==> config.mk <==
export PLATFORM = sky130hd
export DESIGN_NAME = button_event_gen
export DESIGN_NICKNAME = d
export VERILOG_FILES = /design/src/rtl/button_evt_pkg.sv /design/src/rtl/button_event_gen.sv
export SDC_FILE = /design/constraint.sdc
export NUM_CORES = 1
export LEC_CHECK = 0
export ABC_CLOCK_PERIOD_IN_PS = 4400
export CELL_PAD_IN_SITES_DETAIL_PLACEMENT = 1
export CELL_PAD_IN_SITES_GLOBAL_PLACEMENT = 2
export CORE_ASPECT_RATIO = 1.25
export CORE_MARGIN = 2
export CORE_UTILIZATION = 40
export CTS_CLUSTER_SIZE = 30
export DETAILED_ROUTE_END_ITERATION = 10
export GPL_ROUTABILITY_DRIVEN = 0
export PLACE_DENSITY = 0.94
export SLEW_MARGIN = 10
export SYNTH_ARGS = -nofsm -noshare
export SYNTH_HDL_FRONTEND = slang
export SYNTH_SLANG_ARGS = --single-unit
==> constraint.sdc <==
create_clock -name clk -period 4.4 [get_ports clk]
set_clock_uncertainty 0.05 [all_clocks]
set_input_delay 0.66 -clock clk [delete_from_list [all_inputs] [get_ports clk]]
set_output_delay 0.66 -clock clk [all_outputs]
set_load 0.005 [all_outputs]
==> src/rtl/button_evt_pkg.sv <==
// Shared types and default timing for the button event generator.
package button_evt_pkg;

    // FSM encoding: two bits cover idle, short-hold, auto-repeat and frozen long-hold.
    typedef enum logic [1:0] {
        ST_IDLE     = 2'd0,
        ST_PRESSED  = 2'd1,
        ST_REPEAT   = 2'd2,
        ST_LONGHELD = 2'd3
    } btn_state_e;

    // Default timing constants in clock cycles.
    localparam int unsigned LONG_CYCLES_DEF   = 12_000_000;
    localparam int unsigned REPEAT_CYCLES_DEF = 2_500_000;
    localparam int unsigned CNT_W_DEF         = 24;
    localparam int unsigned RCOUNT_W          = 8;

endpackage

==> src/rtl/button_event_gen.sv <==
// Converts a debounced, clk-synchronous button level into single-cycle UI events:
// press, release, click (short press), long-press and auto-repeat, plus a held flag
// and a saturating per-hold repeat count. All outputs are registered.
//
// Ports:
//   clk           system clock
//   rst           asynchronous active-high reset
//   btn_level     debounced button level
//   press_pulse   1-cycle pulse on accepted press
//   release_pulse 1-cycle pulse on release of an accepted press
//   click_pulse   1-cycle pulse on release before the long-press threshold
//   long_pulse    1-cycle pulse LONG_CYCLES after press_pulse
//   repeat_pulse  1-cycle pulse every REPEAT_CYCLES after long_pulse (REPEAT_EN=1)
//   held          high while the FSM is not idle
//   repeat_count  repeats in the current hold, saturating at 255
module button_event_gen
    import button_evt_pkg::*;
#(
    parameter int unsigned LONG_CYCLES   = LONG_CYCLES_DEF,
    parameter int unsigned REPEAT_CYCLES = REPEAT_CYCLES_DEF,
    parameter bit          REPEAT_EN     = 1'b1,
    parameter int unsigned CNT_W         = CNT_W_DEF
) (
    input  logic                clk,
    input  logic                rst,
    input  logic                btn_level,
    output logic                press_pulse,
    output logic                release_pulse,
    output logic                click_pulse,
    output logic                long_pulse,
    output logic                repeat_pulse,
    output logic                held,
    output logic [RCOUNT_W-1:0] repeat_count
);

    localparam logic [CNT_W-1:0]    LONG_LAST   = CNT_W'(LONG_CYCLES - 1);
    localparam logic [CNT_W-1:0]    REPEAT_LAST = CNT_W'(REPEAT_CYCLES - 1);
    localparam logic [RCOUNT_W-1:0] RCOUNT_MAX  = '1;

    btn_state_e          state_q, state_d;
    logic [CNT_W-1:0]    cnt_q, cnt_d;
    logic [RCOUNT_W-1:0] rcount_q, rcount_d;
    logic                btn_q;
    logic                press_q, press_d;
    logic                release_q, release_d;
    logic                click_q, click_d;
    logic                long_q, long_d;
    logic                repeat_q, repeat_d;
    logic                held_q, held_d;
    logic                rise, fall;

    // Edge detect against the previous level; btn_q resets high so a button held
    // through reset must be released before it can register a press.
    assign rise = btn_level & ~btn_q;
    assign fall = ~btn_level & btn_q;

    // Next-state and event logic.
    always_comb begin
        state_d   = state_q;
        cnt_d     = cnt_q;
        rcount_d  = rcount_q;
        press_d   = 1'b0;
        release_d = 1'b0;
        click_d   = 1'b0;
        long_d    = 1'b0;
        repeat_d  = 1'b0;

        unique case (state_q)
            ST_IDLE: begin
                if (rise) begin
                    state_d  = ST_PRESSED;
                    cnt_d    = '0;
                    rcount_d = '0;
                    press_d  = 1'b1;
                end
            end
            ST_PRESSED: begin
                // A release on the threshold cycle wins: it is still a click.
                if (fall) begin
                    state_d   = ST_IDLE;
                    release_d = 1'b1;
                    click_d   = 1'b1;
                end else if (cnt_q == LONG_LAST) begin
                    long_d  = 1'b1;
                    cnt_d   = '0;
                    state_d = REPEAT_EN ? ST_REPEAT : ST_LONGHELD;
                end else begin
                    cnt_d = cnt_q + CNT_W'(1);
                end
            end
            ST_REPEAT: begin
                if (fall) begin
                    state_d   = ST_IDLE;
                    release_d = 1'b1;
                end else if (cnt_q == REPEAT_LAST) begin
                    repeat_d = 1'b1;
                    cnt_d    = '0;
                    if (rcount_q != RCOUNT_MAX) begin
                        rcount_d = rcount_q + RCOUNT_W'(1);
                    end
                end else begin
                    cnt_d = cnt_q + CNT_W'(1);
                end
            end
            ST_LONGHELD: begin
                if (fall) begin
                    state_d   = ST_IDLE;
                    release_d = 1'b1;
                end
            end
            default: begin
                state_d = ST_IDLE;
            end
        endcase

        held_d = (state_d != ST_IDLE);
    end

    // State and output registers.
    always_ff @(posedge clk or posedge rst) begin
        if (rst) begin
            state_q   <= ST_IDLE;
            cnt_q     <= '0;
            rcount_q  <= '0;
            btn_q     <= 1'b1;
            press_q   <= 1'b0;
            release_q <= 1'b0;
            click_q   <= 1'b0;
            long_q    <= 1'b0;
            repeat_q  <= 1'b0;
            held_q    <= 1'b0;
        end else begin
            state_q   <= state_d;
            cnt_q     <= cnt_d;
            rcount_q  <= rcount_d;
            btn_q     <= btn_level;
            press_q   <= press_d;
            release_q <= release_d;
            click_q   <= click_d;
            long_q    <= long_d;
            repeat_q  <= repeat_d;
            held_q    <= held_d;
        end
    end

    assign press_pulse   = press_q;
    assign release_pulse = release_q;
    assign click_pulse   = click_q;
    assign long_pulse    = long_q;
    assign repeat_pulse  = repeat_q;
    assign held          = held_q;
    assign repeat_count  = rcount_q;

endmodule

==> results of run 1 <==
cell families after synthesis:
group,Yosys count,synth area share (%)
AO/OA/AOI/OAI,57,16.78
adder cells (fa/ha/maj),7,3.717
flip-flops,41,43.60
AND/OR/NAND/NOR,97,26.02
buffers and inverters,19,3.558
XOR/XNOR,17,6.320
synthesized netlist by cell type, drive strengths merged, types with 4 or more instances:
master  count  area, µm²
a21oi      19      98.85
a22oi       4      30.03
and2        4      25.02
and3       11      68.82
clkbuf      6      22.52
dfrtp      40       1001
ha          7      87.58
inv        10      37.54
nand2      19      71.32
nand3       9      50.05
nand3b      5      37.54
nand4      12      75.07
nor2        6      22.52
o21ai      16      83.83
o221ai      6      83.83
or3         6      37.54
xor2       16      140.1
through the flow:
step	power, mW	worst slack, ns	area, µm²	hold WS, ns
finish	0.9170	1.607	2671	0.4858
CTS	0.9327	1.598	2671	0.4864
detailed placement	0.6646	1.297	2575	0.4663
floorplan	0.5930	2.232	2356	0.4244
global placement	0.6571	1.405	2575	0.4431
global route	0.9769	1.341	2671	0.5335
worst paths after layout:
check | start | to | slack [ns] | cells after the start
max reg2reg | cnt_q[8]$_DFFE_PP0P_ | cnt_q[22]$_DFFE_PP0P_ | 1.61 | 5
min in group asynchronous | rst | cnt_q[19]$_DFFE_PP0P_ | 0.74 | 3
min reg2reg | cnt_q[1]$_DFFE_PP0P_ | cnt_q[1]$_DFFE_PP0P_ | 0.49 | 2
max in group asynchronous | rst | btn_q$_DFF_PP1_ | 3.18 | 3
min | cnt_q[1]$_DFFE_PP0P_ | cnt_q[1]$_DFFE_PP0P_ | 0.49 | 2
max | cnt_q[8]$_DFFE_PP0P_ | cnt_q[22]$_DFFE_PP0P_ | 1.61 | 5
power by group through the flow:
stage,combinational [mW],sequential [mW],clock [mW]
floorplan,0.173,0.420,0
global placement,0.234,0.423,0
detailed placement,0.240,0.424,0
CTS,0.242,0.417,0.274
global route,0.271,0.420,0.286
finish,0.237,0.417,0.264
area by class of cell:
type | count | area (µm²)
inverter | 10 | 37.54
multi-input combinational | 178 | 1245
clock buffer | 6 | 82.58
timing repair buffer | 19 | 182.7
clock inverter | 2 | 13.76
sequential | 41 | 1027
fill | 652 | 3069
tap | 66 | 82.58
registers in the layout, summed over array words and instances (netlist names):
signal and count:
cnt_q 24, repeat_count 8, state_q 2, btn_q 1
click_pulse 1, held 1, long_pulse 1, press_pulse 1
release_pulse 1, repeat_pulse 1
tightest hold or removal path, delay by kind of cell (launching register included):
family	cells	cell delay [ns]
AO/OA/AOI/OAI	1	0.07
AND/OR/NAND/NOR	1	0.06
flip-flops	1	0.37
cell usage in the layout (no fill, tap or decap), types with 2 or more instances in the layout:
cell | synthesis | layout
nand2_1 | 19 | 19
nor2_1 | 6 | 6
nand3_1 | 8 | 8
o221ai_2 | 5 | 5
a31oi_1 | 2 | 2
o21ai_0 | 5 | 5
dfrtp_1 | 40 | 40
xor2_1 | 16 | 16
and2_1 | 2 | 2
or3_1 | 6 | 6
o2bb2ai_1 | 2 | 2
o211ai_1 | 2 | 2
and2_0 | 2 | 2
o21ai_1 | 10 | 10
nand2b_1 | 3 | 3
buf_4 | 1 | 3
a22oi_1 | 4 | 4
nor3_1 | 2 | 2
clkdlybuf4s50_1 | 0 | 16
ha_1 | 7 | 7
o2111ai_1 | 2 | 2
inv_1 | 10 | 10
nand4_1 | 12 | 12
nor2b_1 | 2 | 2
clkbuf_8 | 0 | 6
and3_1 | 11 | 11
nand3b_1 | 5 | 5
and4_1 | 3 | 3
a21oi_1 | 18 | 18
per-layer routing:
layer  track usage (%)  share of wire, %  wire length [µm]
met1             22.41                45              2494
met2             31.36                51              2798
met3             3.251               1.8                97
met4             6.944               1.7                93
met5                 0                 0                 0
==> metrics.md, run 1 <==
| Metric | Value |
|---|---|
| Syn nets | approximately 250 |
| Fin cells | 322 |
| I/O pins | 17 |
| Via count | 1,868 |
| Post-CTS Hold Buffers | 0 |
| Yosys warning total | 0 |
| RSZ-0062 raised after global routing | false |
| Peak VDD IR | roughly 0.12 mV |
| Placed insts | 314 |
| Fin crit share | roughly 63% |
| Critical path startpoint category | flop |
| Slew margin rel. | 35.50% |
| Final cell utilization of the core | 46.53% |
| H-tree depth | 2 |
| P_sw | 0.3175 mW |
| Comb pwr share | 25.8% |
| Minimum clock period | 2.793 ns |
| Setup_tns | 0 ns |
| Core Box Area | 5741 µm² |
| Site row count | 31 |
| DRC viols | 0 |
| Crit-path cells | or3b_1 > nor4_1 > a31oi_1 > o21ai_2 > a22oi_1 |
| Synth Flop Type | dfrtp_1 |
| Final max-slew violation count | 0 |
| CTS tree | yes |
| Detailed Route Iter0 Violations | 57 |
| Die width | 72.65 µm |
| Crit path kind | reg -> reg |
| Later-pin clock latency in the skew report | 0.30 ns |
| Crit path max fanout | 24 |
| TritonRoute pass-1 iters | 4 |
| PortBufs | 16 |
| # diodes | 0 |
| Synth Cell Area | 2356 µm² |
| Initial core utilization | 41.04% |
| Sw frac | about a third |
| #FFs+latches synth | 41 |
| Sequential share of the synthesized area | 43.60% |
| Crit. End Element | flop |
| Routed WL per cell | 17.03 µm |
| Gate Count Post-Synth | roughly 240 |
| Sequential share of power | 45.4% |
| Mean number of vias per cell | 5.801 |
| TritonCTS Sinks | 41 |
| Post_cts resized | 0 |
| Post-CTS Setup Bufs | 0 |
| Share of cells above drive strength 1 | between 10% and 20% |
| Crit path largest cell delay | 0.83 ns |
| Leak Pwr | about 1.1 nW |
| Grt ovf | 0 |
| Layout area overhead | 13.38% |
| Total Wirelength | 5.484 mm |
| Max Cap Viol | 0 |
| Largest net degree at the start of global routing | 42 |
| First-pass GRT wire length | 9.549 mm |
| Worst hold path type | reg -> reg |
| Internal Power | ~0.60 mW |
| HPWL after detailed placement | 4.052 mm |
| Root Driver | clkbuf_8 |
| Antenna violations before repair | 0 |
| Crit path DAT | 2.88 ns |
| Die area | 6524 µm² |
| Status | finished clean |
| Clock Tree Buf Depth | 2 |
| Synth unique cells | 55 |
| Final setup fails | 0 |
| FMAX | 0.3580 GHz |
| CP required | 4.49 ns |
| Chip Height | about 90 µm |
| Pwr dens | 343.3 nW/µm² |
| Vias in the first global route | 1,967 |
| CTS clk-pin slew, worst paths | around 0.080 ns |
| Slowest-stage cell, CP | o21ai_2 |
| Post-route ant nets | 0 |
| Clock share of power | approximately 29% |
| Nets | 265 |
| EDFF count, synth | 0 |
| Final Hold Viols | 0 |
| Synth async-reset ratio | 100.0% |
| Crit path buf inv count | 0 |
| Slew @ Worst Pin | 0.9674 ns |
| TritonCTS Buffers | 5 |
| Cell family with most CP delay | compound AO/OA/AOI/OAI gates |
| Post-Syn Area per Cell | slightly below 10 µm² |
| GRT Overall Usage | 18.31% |
(Power assumes the default switching activity.)
==> inputs of run 2 (changes only) <==
- ABC_CLOCK_PERIOD_IN_PS: 4400 -> 2400
- CORE_UTILIZATION: 40 -> 34
- PLACE_DENSITY: 0.94 -> 0.86
- clock period: 4.4 -> 2.4 ns (I/O delays scaled with it)
==> metrics.md, run 2 (synthesized netlist as in run 1, its figures left out) <==
| Metric | Value |
|---|---|
| CTS tree | yes |
| Routed WL per cell | 16.06 µm |
| I/O pins | 17 |
| PortBufs | 16 |
| FF-to-FF setup slack | 0.16 ns |
| Largest net degree at the start of global routing | 42 |
| H-tree depth | 2 |
| Mean number of vias per cell | 5.398 |
| Core Box Area | 6648 µm² |
| Initial core utilization | 35.44% |
| Crit path DAT | 2.42 ns |
| Die area | between 7000 and 8000 µm² |
| Later-pin clock latency in the skew report | 0.30 ns |
| Antenna violations before repair | 0 |
| Most flops, register | cnt_q |
| Critical path startpoint category | flop |
| Status | finished clean |
| RSZ-0062 raised after global routing | false |
| Worst hold path type | in -> async |
| Setup WS pre-CTS | 0.05946 ns |
| Final max-slew violation count | 0 |
| Final setup fails | 0 |
| Slew margin rel. | 64.50% |
| Minimum clock period | 2.241 ns |
| GRT Overall Usage | between 15 and 20% |
| Root Driver | clkbuf_8 |
| Most frequent cells in the layout | 40 x dfrtp_1, 19 x nand2_1, 18 x a21oi_1 |
| Max reg flops | 24 |
| Total Wirelength | 5.735 mm |
| Grt ovf | 0 |
| First-pass GRT wire length | 10.18 mm |
| Vias in the first global route | 2,030 |
| Fin crit share | 93.37% |
| Peak VDD IR | 0.2622 mV |
| Post-CTS Setup Bufs | 0 |
| CTS clk-pin slew, worst paths | 0.08 ns |
| CP required | 2.58 ns |
| Setup_tns | 0 ns |
| TritonCTS Buffers | 5 |
| Max Cap Viol | 0 |
| HPWL after detailed placement | 4.187 mm |
| Slew @ Worst Pin | 0.5324 ns |
| Via count | 1,927 |
| Final setup margin | 0.1591 ns |
| Share of cells above drive strength 1 | 14.81% |
| TritonCTS Sinks | 41 |
| Layout area overhead | 21.24% |
| FMAX | 0.4463 GHz |
| Filler Cells Inserted | about 800 |
| Detailed Route Iter0 Violations | 59 |
| Crit path max fanout | 5 |
| Post_cts resized | 0 |
| Final Hold Viols | 0 |
| Post-CTS Hold Buffers | 0 |
| Crit path kind | reg -> reg |
| Chip Height | 97.07 µm |
| Post-route ant nets | 0 |
| Nets | 279 |
| TritonRoute pass-1 iters | 4 |
| Leak Pwr | between 1 and 1.5 nW |
| Site row count | 33 |
| Pwr dens | between 600 and 700 nW/µm² |
| Crit. End Element | flop |
| Most common cell after layout, fill and taps aside | dfrtp_1 |
| Clock Tree Buf Depth | 2 |
| Die width | 78.46 µm |
| DRC viols | 0 |
| # diodes | 0 |
run 2: layer usage:
| layer | up-vias | track usage [%] | wire [µm] |
|---|---|---|---|
| met2 | 20 | 29.11 | 3024 |
| met3 | 5 | 2.602 | 104 |
| met1 | 963 | 21.00 | 2561 |
| met5 | - | 0 | 0 |
| li1 | 939 | - | - |
| met4 | 0 | 4.858 | 44 |
run 2: stage by stage:
stage	cell area, µm²	total power, mW	hold WS [ns]	std cells	utilization (%)
6_report	2856	1.976	0.4508	357	42.97
5_1_grt	2856	2.106	0.5110	357	42.97
4_1_cts	2849	1.999	0.4805	356	42.86
3_5_place_dp	2711	1.306	0.4680	348	40.79
3_3_place_gp	2711	1.294	0.4660	348	40.79
2_1_floorplan	2356	1.087	0.3145	238	-
run 2: critical path, cell delays in order, from the launching register on:
cell,delay (ns)
dfrtp_1,0.44
or4b_4,0.56
nor4_4,0.34
nand2_1,0.13
or3_1,0.46
o2bb2ai_1,0.17
run 2: area by class of cell:
class                      instances  area, µm²  area share [%]
tap                               87      108.9           3.811
clock buffer                       5      68.82           2.409
timing repair buffer              33      300.3           10.51
sequential                        41       1027           35.96
clock inverter                     3      68.82           2.409
multi-input combinational        178       1245           43.58
inverter                          10      37.54           1.314
run 2: power by group:
part | internal, mW | switching [mW]
Combinational | 0.205 | 0.333
Sequential | 0.730 | 0.0260
Clock | 0.419 | 0.264
Total | 1.35 | 0.623
run 2: final timing paths:
kind | from | endpoint | depth (start not counted)
min in group clk | cnt_q[1]$_DFFE_PP0P_ | cnt_q[1]$_DFFE_PP0P_ | 2
max in group asynchronous | rst | cnt_q[13]$_DFFE_PP0P_ | 3
worst min-delay path | rst | repeat_count[2]$_DFFE_PP0P_ | 3
worst max-delay path | cnt_q[6]$_DFFE_PP0P_ | repeat_count[1]$_DFFE_PP0P_ | 5
worst min register to register | cnt_q[1]$_DFFE_PP0P_ | cnt_q[1]$_DFFE_PP0P_ | 2
worst max register to register | cnt_q[6]$_DFFE_PP0P_ | repeat_count[1]$_DFFE_PP0P_ | 5
==> inputs of run 3 (changes only) <==
- SKIP_LAST_GASP: default -> 1
==> results of run 3 <==
The final DEF is identical to that of run 2; final timing and power are the same.
